==> config.mk <==
export PLATFORM = sky130hd
export DESIGN_NAME = servo_pwm_decoder
export DESIGN_NICKNAME = d
export VERILOG_FILES = /design/src/rtl/servo_pwm_decoder.sv
export SDC_FILE = /design/constraint.sdc
export NUM_CORES = 1
export LEC_CHECK = 0
export ABC_AREA = 1
export ABC_CLOCK_PERIOD_IN_PS = 19310
export CAP_MARGIN = 20
export CORE_MARGIN = 4
export CORE_UTILIZATION = 50
export CTS_BUF_LIST = sky130_fd_sc_hd__clkbuf_16
export DETAILED_ROUTE_END_ITERATION = 10
export PLACE_DENSITY = 0.66
export SLEW_MARGIN = 20
export SYNTH_ARGS = -nofsm -noshare
export SYNTH_HDL_FRONTEND = slang
export SYNTH_SLANG_ARGS = --single-unit
==> constraint.sdc <==
create_clock -name clk -period 19.31 [get_ports clk]
set_clock_uncertainty 0.2 [all_clocks]
set_input_delay 3.862 -clock clk [delete_from_list [all_inputs] [get_ports clk]]
set_output_delay 3.862 -clock clk [all_outputs]
set_load 0.01 [all_outputs]
==> src/rtl/servo_pwm_decoder.sv <==
// servo_pwm_decoder
//   Measures the high time of a hobby-servo PWM input and converts it to a
//   0..1000 duty level. Widths inside [MIN-TOL, MAX+TOL] are accepted and
//   clamped to [MIN, MAX] before conversion; widths outside that range raise
//   pulse_err. A long edge-free interval flags signal loss.
//
//   state     | meaning
//   ----------+-----------------------------------------------------------
//   ARM       | wait for a settled low input so a partial pulse is ignored
//   WAIT_RISE | idle low, waiting for the next rising edge
//   HIGH      | counting the high time in hi_cnt
//   OVERLONG  | pulse exceeded MAX+TOL, waiting for it to end unmeasured
//
// Ports
//   clk         system clock
//   rst         synchronous active-high reset
//   pwm_in      asynchronous servo PWM input
//   duty_level  last decoded duty, 0..1000
//   pulse_width last accepted raw width in clk cycles (unclamped)
//   valid       one-cycle strobe when duty_level/pulse_width update
//   pulse_err   one-cycle strobe when a pulse is rejected
//   signal_lost high while no valid signal is present
module servo_pwm_decoder #(
  parameter int FRAME_TICKS    = 1_000_000,
  parameter int MIN_PULSE_TICK = 50_000,
  parameter int MAX_PULSE_TICK = 100_000,
  parameter int TOL_TICK       = 5_000,
  parameter int TIMEOUT_TICKS  = 2_500_000
) (
  input  logic        clk,
  input  logic        rst,
  input  logic        pwm_in,
  output logic [9:0]  duty_level,
  output logic [19:0] pulse_width,
  output logic        valid,
  output logic        pulse_err,
  output logic        signal_lost
);

  if (FRAME_TICKS <= MAX_PULSE_TICK + TOL_TICK || MIN_PULSE_TICK <= TOL_TICK ||
      TIMEOUT_TICKS < 2) begin : g_param_check
    $error("servo_pwm_decoder: inconsistent timing parameters");
  end

  localparam int IDLE_W = $clog2(TIMEOUT_TICKS + 1);
  localparam logic [IDLE_W-1:0] TO_VAL = IDLE_W'(TIMEOUT_TICKS);
  localparam logic [IDLE_W-1:0] TO_M1  = IDLE_W'(TIMEOUT_TICKS - 1);
  localparam logic [IDLE_W-1:0] SETTLE = IDLE_W'(2);
  localparam logic [19:0] MIN_W  = 20'(MIN_PULSE_TICK);
  localparam logic [19:0] MAX_W  = 20'(MAX_PULSE_TICK);
  localparam logic [19:0] LIM_LO = 20'(MIN_PULSE_TICK - TOL_TICK);
  localparam logic [19:0] LIM_HI = 20'(MAX_PULSE_TICK + TOL_TICK);
  localparam logic [31:0] SPAN   = 32'(MAX_PULSE_TICK - MIN_PULSE_TICK);

  typedef enum logic [1:0] {ARM, WAIT_RISE, HIGH, OVERLONG} state_t;

  state_t            state_q, state_d;
  logic              s1_q, s1_d, s2_q, s2_d, s3_q, s3_d;
  logic [19:0]       hi_cnt_q, hi_cnt_d;
  logic [IDLE_W-1:0] idle_cnt_q, idle_cnt_d;
  logic              done_q, done_d;
  logic [19:0]       width_q, width_d;
  logic [9:0]        duty_level_q, duty_level_d;
  logic [19:0]       pulse_width_q, pulse_width_d;
  logic              valid_q, valid_d;
  logic              pulse_err_q, pulse_err_d;
  logic              signal_lost_q, signal_lost_d;

  logic        rise, fall, timeout_hit;
  logic [19:0] w_clamped;
  logic [31:0] conv_num;
  logic [9:0]  duty_calc;

  always_comb begin
    rise = s2_q & ~s3_q;
    fall = ~s2_q & s3_q;
    timeout_hit = !(rise || fall) && (idle_cnt_q == TO_M1);

    // Conversion runs one cycle after the fall from the captured width,
    // which keeps the divider off the counter path.
    w_clamped = width_q;
    if (width_q < MIN_W) w_clamped = MIN_W;
    else if (width_q > MAX_W) w_clamped = MAX_W;
    conv_num  = ({12'd0, w_clamped} - {12'd0, MIN_W}) * 32'd1000;
    duty_calc = 10'(conv_num / SPAN);
  end

  always_comb begin
    state_d       = state_q;
    s1_d          = pwm_in;
    s2_d          = s1_q;
    s3_d          = s2_q;
    hi_cnt_d      = hi_cnt_q;
    idle_cnt_d    = idle_cnt_q;
    done_d        = 1'b0;
    width_d       = width_q;
    duty_level_d  = duty_level_q;
    pulse_width_d = pulse_width_q;
    valid_d       = 1'b0;
    pulse_err_d   = 1'b0;
    signal_lost_d = signal_lost_q;

    if (rise || fall) idle_cnt_d = '0;
    else if (idle_cnt_q != TO_VAL) idle_cnt_d = idle_cnt_q + 1'b1;

    case (state_q)
      // idle_cnt doubles as a settle timer: after reset the synchronizer
      // still holds its cleared zeros for two cycles, which must not be
      // mistaken for a low input.
      ARM: if (!s2_q && idle_cnt_q >= SETTLE) state_d = WAIT_RISE;
      WAIT_RISE: begin
        if (rise) begin
          hi_cnt_d = 20'd1;
          state_d  = HIGH;
        end
      end
      HIGH: begin
        if (s2_q) begin
          hi_cnt_d = hi_cnt_q + 20'd1;
          if (hi_cnt_q == LIM_HI) begin
            pulse_err_d = 1'b1;
            state_d     = OVERLONG;
          end
        end else begin
          if (hi_cnt_q < LIM_LO) begin
            pulse_err_d = 1'b1;
          end else begin
            done_d  = 1'b1;
            width_d = hi_cnt_q;
          end
          state_d = WAIT_RISE;
        end
      end
      OVERLONG: if (!s2_q) state_d = WAIT_RISE;
      default: state_d = ARM;
    endcase

    if (timeout_hit) begin
      signal_lost_d = 1'b1;
      state_d       = ARM;
    end

    if (done_q) begin
      valid_d       = 1'b1;
      pulse_width_d = width_q;
      duty_level_d  = duty_calc;
      signal_lost_d = 1'b0;
    end
  end

  always_ff @(posedge clk) begin
    if (rst) begin
      state_q       <= ARM;
      s1_q          <= 1'b0;
      s2_q          <= 1'b0;
      s3_q          <= 1'b0;
      hi_cnt_q      <= '0;
      idle_cnt_q    <= '0;
      done_q        <= 1'b0;
      width_q       <= '0;
      duty_level_q  <= '0;
      pulse_width_q <= '0;
      valid_q       <= 1'b0;
      pulse_err_q   <= 1'b0;
      signal_lost_q <= 1'b1;
    end else begin
      state_q       <= state_d;
      s1_q          <= s1_d;
      s2_q          <= s2_d;
      s3_q          <= s3_d;
      hi_cnt_q      <= hi_cnt_d;
      idle_cnt_q    <= idle_cnt_d;
      done_q        <= done_d;
      width_q       <= width_d;
      duty_level_q  <= duty_level_d;
      pulse_width_q <= pulse_width_d;
      valid_q       <= valid_d;
      pulse_err_q   <= pulse_err_d;
      signal_lost_q <= signal_lost_d;
    end
  end

  assign duty_level  = duty_level_q;
  assign pulse_width = pulse_width_q;
  assign valid       = valid_q;
  assign pulse_err   = pulse_err_q;
  assign signal_lost = signal_lost_q;

endmodule

# After elaboration in Yosys (flattened, before gate mapping)

Cells that the tools add are included.

Reduce and logical (&&, ||, !) cells: 15
Equality and inequality tests: 11
Add/subtract/negate cells: 3
Shift operators: 0
Order comparisons: 4
Bitwise gates (word level): 6
Div/mod/pow operators: 1
$mul: 1
Mux-type cells: 18

Operator list:

| operator               | count |
|---|---|
| $mux 20                | 4 |
| $lt 20x16->1 const B   | 2 |
| $pmux 20 s2            | 1 |
| $div 32x16->32 const B | 1 |
| $mul 32x7->29 const B  | 1 |
| $add 22x1->22 const B  | 1 |
| $eq 22x22->1 const B   | 1 |
| $ge 22x2->1 const B    | 1 |
| $ne 22x22->1 const B   | 1 |
| $sub 20x16->21 const B | 1 |
| $add 20x1->20 const B  | 1 |
| $eq 20x17->1 const B   | 1 |
| $gt 20x17->1 const B   | 1 |
| $mux 2                 | 5 |
| $ne 2x2->1 const B     | 4 |
| $pmux 2 s4             | 1 |
| $mux 1                 | 7 |
| $reduce_and 3->1       | 2 |
| $reduce_or 2->1        | 3 |
| $eq 2x2->1 const B     | 2 |
| $not 1->1              | 4 |
| $reduce_and 4->1       | 1 |
| $reduce_bool 2->1      | 2 |
| $ne 3x3->1 const B     | 1 |
| 7 further kinds        | 10 |

Bits of input ports: 3
Memories kept: 0
Flip-flop bits (word level): 101
Latch bits: 0
ROM bits: 0
Memory bits (writable): 0
Output and inout bits: 33

# Logic depth before layout (Yosys ltp)

Word-level depth: 7
Gate-level depth with buffers: 174
Mapped depth without buffers: 169

# Worst setup path before layout

Ideal clock, no wire load.

Kind: reg-to-reg
From: register width_q[5]
To: register duty_level_q[0] (netlist: duty_level[0])
Stages on the path, launching flop included: 150
Setup time: 0.119 ns
Data arrival time: 17.230 ns
Path slack: 1.760 ns
Data required time: 18.991 ns
Path through: dfxtp_1 -> inv_2 -> nor2_1 -> nand3_1 -> nor2_1 -> nand3b_1 -> nand2_2 -> clkinv_1 -> o21ai_0 -> ha_1 -> inv_1 -> nand2_1 -> nand2_2 -> nand2_1 -> nand3_1 -> nor3_1 -> xnor2_1 -> inv_1 -> [... 114 more ...] -> nand3_1 -> nand2_2 -> nand2_4 -> nand2_4 -> nand3_4 -> buf_6 -> nand2_4 -> nand2_4 -> nor2_2 -> nand2_1 -> a21boi_2 -> nand2_2 -> nor2_1 -> nor2_1 -> nor2_1 -> nand2_1 -> nand2_1 -> a21oi_1

Cells in the longest elaborated chain, start to end: 6
Elaborated cells on any way between the ends: 7
Classes of those cells: add/sub: 1; mul: 1; div: 1; order compare: 2; mux: 2

Ends and longest elaborated chain:

| what                     | line | text |
|---|---|---|
| start: declaration       | 62   | `logic [19:0] width_q, width_d;` |
| start signal: assignment | 174  | `width_q <= width_d;` |
| $gt 20x17->1             | 83   | `else if (width_q > MAX_W) w_clamped = MAX_W;` |
| $mux 20                  | 83   |  |
| $mux 20 (*)              | 82   | `if (width_q < MIN_W) w_clamped = MIN_W;` |
| $sub 20x16->21 (*)       | 84   | `conv_num = ({12'd0, w_clamped} - {12'd0, MIN_W}) * 32'd1000;` |
| $mul 32x7->29 (*)        | 84   |  |
| $div 32x16->32 (*)       | 85   | `duty_calc = 10'(conv_num / SPAN);` |
| end signal: assignment   | 175  | `duty_level_q <= duty_level_d;` |
| end: declaration         | 63   | `logic [9:0] duty_level_q, duty_level_d;` |

Every way passes the cells marked *; elsewhere a longest branch is shown, timed or not.
A chain may end at the register's enable or synchronous reset.

# Worst setup path in the final report

From: register width_q[9]
To: register duty_level_q[0] (netlist: duty_level[0])

The elaborated chain is that of the path after synthesis.

==> results.yml <==
run_status:
  status: "finished, final reports clean"
worst_setup_path:
  crit_required_ns: 19.35
  slowest_stage: "fa_1"
  critPathArrivalTime_ns: 18.34
  cp_common_cell: "nand2_4"
  worstSetupStartpointType: "flop"
  slowest_delay_ns: 0.52
  worstSetupPathType: "reg -> reg"
  endpoint_kind: "flop"
  path_max_fanout: 11
logic_synthesis:
  ys.flop_type: "dfxtp_1"
  synthArstFlopShare_pct: 0
  seq_area_frac_synth_pct: 12.7
  yosys-top-cells-area: "nand2_1 14%, dfxtp_1 13%, inv_1 8.7%"
  synth_most_common_cell: "nand2_1"
  yosys-top-cells-count: "585 x nand2_1, 367 x inv_1, 207 x nand3_1"
  synth.largest_area_cell: "nand2_1"
  ys_ff_latch: 101
  synthCells: 2478
  yosysTopAreaCellShare_pct: 13.8
  synthesis.area_mm2: 0.0159
  ys_types: 68
  synth-edff-count: 0
  ys_warn_count: 0
  syn_area_per_cell_um2: 6.42
clock_network:
  clock_latency_ns: 0.35
  cts_tree: "built"
  cts_htree_levels: 3
  clock-sinks: 101
  cts_buffers: 9
  cts.path.max_buffers: 2
  clk_pin_slew_ns: 0.08
  cts-hold-fix-buffers: 0
  cts_root_buf: "clkbuf_16"
floorplanning:
  die_x_um: 186
  core_mm2: 0.0315
  start_util_pct: 50.5
  rows: 65
  dieArea_mm2: 0.0347
  pin_count: 36
  die_h_um: 186
grt:
  track_usage_pct: 21.0
  grt_pass1_wl_mm: 65.0
  antenna_found_initial: 0
  grt_max_degree: 56
  grt_pass1_vias: 14443
  gr-total-overflow: 0
placed_design:
  gp_congestion: 0.927
  port_buffers: 35
  dp_hpwl_mm: 30.7
finish:
  n_fill_cell: 2788
  multi_input_comb_area_mm2: 0.0133
  drive_gt1_share_pct: 28.5
  seq_area_mm2: 0.00204
  num-nets-final: 2817
  antenna_cells: 0
  area_delta_synth_final_pct: 22.2
sta:
  drv_slew: 0
  finalCritPeriodShare_pct: 94.8
  slew_headroom_pct: 34.9
  final_hold_viol_count: 0
  holdWs_ns: 0.224
  fmax_ghz: 0.0546
  min_period_ns: 18.30
  worstMarginPinSlew_ns: 0.976
  finalSetupViolCount: 0
drt:
  drc: 0
  drt_first_pass_iters: 5
  wirelength_mm: 40.2
  via_count: 15954
  via_per_inst: 5.16
  drtIter0Drc: 846
  route.antenna.remaining_nets: 0
  routedWlPerCell_um: 13.0
job:
  maxCapViolCount: 0
min_path:
  hold_class: "reg -> reg"
## path summary, 6_finish.rpt
path | start | to | slack (ns) | cells after the start
setup / recovery | width_q[9] | duty_level[0] | 1.01 | 141
hold reg to reg | s1_q | s2_q | 0.22 | 2
setup reg to reg | width_q[9] | duty_level[0] | 1.01 | 141
hold / removal | s1_q | s2_q | 0.22 | 2
## state kept, by name, summed over array words and instances, names as in the netlist, 2 cells and up
name,cells
duty_level,10
hi_cnt_q,20
width_q,20
state_q,2
pulse_width,20
idle_cnt_q,22
## critical path: cells and delay by family, from the launching register on
family	cells	cell delay, ns
AOI/OAI and AO/OA	15	2.09
xor gates and xnor gates	2	0.43
adders and majority gates	6	2.31
buffers and inverters	26	2.95
DFF	1	0.37
and+or+nand+nor	92	9.81
## placed cells by master (no fill, tap or decap), types with 10 or more instances in the layout
master / Yosys / routed
fa_1: 67 / 67
xnor2_1: 20 / 11
ha_1: 64 / 60
inv_2: 43 / 63
nand4_1: 45 / 45
nand3_2: 28 / 40
xor2_2: 3 / 13
nand3b_1: 10 / 10
nand3_4: 9 / 22
nand2_4: 68 / 86
nand2_1: 585 / 528
a21oi_1: 121 / 111
o21ai_0: 112 / 102
o21ai_1: 13 / 17
nand2_2: 156 / 189
nor3_1: 27 / 23
nor2_2: 25 / 25
nor2_4: 19 / 37
nand2_8: 0 / 12
nor2_1: 165 / 147
clkdlybuf4s50_1: 0 / 35
buf_4: 2 / 159
dfxtp_1: 101 / 95
o21ai_2: 11 / 15
xor2_1: 74 / 61
nand3_1: 207 / 190
inv_1: 367 / 348
conb_1: 2 / 13
o211ai_1: 11 / 11
a21oi_2: 2 / 11
## through the flow
step                      utilization [%]  TNS, ns  instances  area (um^2)  setup slack, ns
after floorplan                         -        0       2489        15900             1.76
after global placement               54.5  -0.0334       2975        17100          -0.0334
after detailed placement             54.5   -0.853       2975        17100           -0.575
after CTS                            55.9        0       2996        17600           0.0267
after global routing                 61.8   -0.553       3090        19400           -0.453
final                                61.8        0       3090        19400             1.01
## layer usage
layer  share of wire, %  global-route usage (%)  routed length (um)  vias up
li1                   -                       -                   -     8306
met1                 48                    29.6               19400     7377
met2                 48                    35.7               19400      234
met3                2.2                    1.74                 883       37
met4                1.2                    4.10                 470        0
met5                  0                       0                   0        -
## layout make-up
cell class                      instances  area share (%)
Multi-Input combinational cell       1945            68.3
Sequential cell                       101            10.5
Timing Repair Buffer                  203            8.60
Inverter                              423            8.30
Tap cell                              402            2.59
Clock buffer                            9            1.16
Clock inverter                          7           0.528
## timing repair
action / 4_1_cts / 5_1_grt
cloned: 3 / 11
pin swaps: 4 / 129
resized for setup: 18 / 257
setup endpoints to repair: 2 / 4
buffers inserted: 2 / 83
## cell families after synthesis
group	synth area share [%]
simple gates	45.0
buf+inv	11.8
compound gates	11.4
fa+ha+maj	13.5
flops	12.7
xor+xnor	5.48
other cells	0.0472
Power is left out: the tool's default activity adds up to more than one toggle a clock period on the data nets, which glitch-free logic cannot reach.
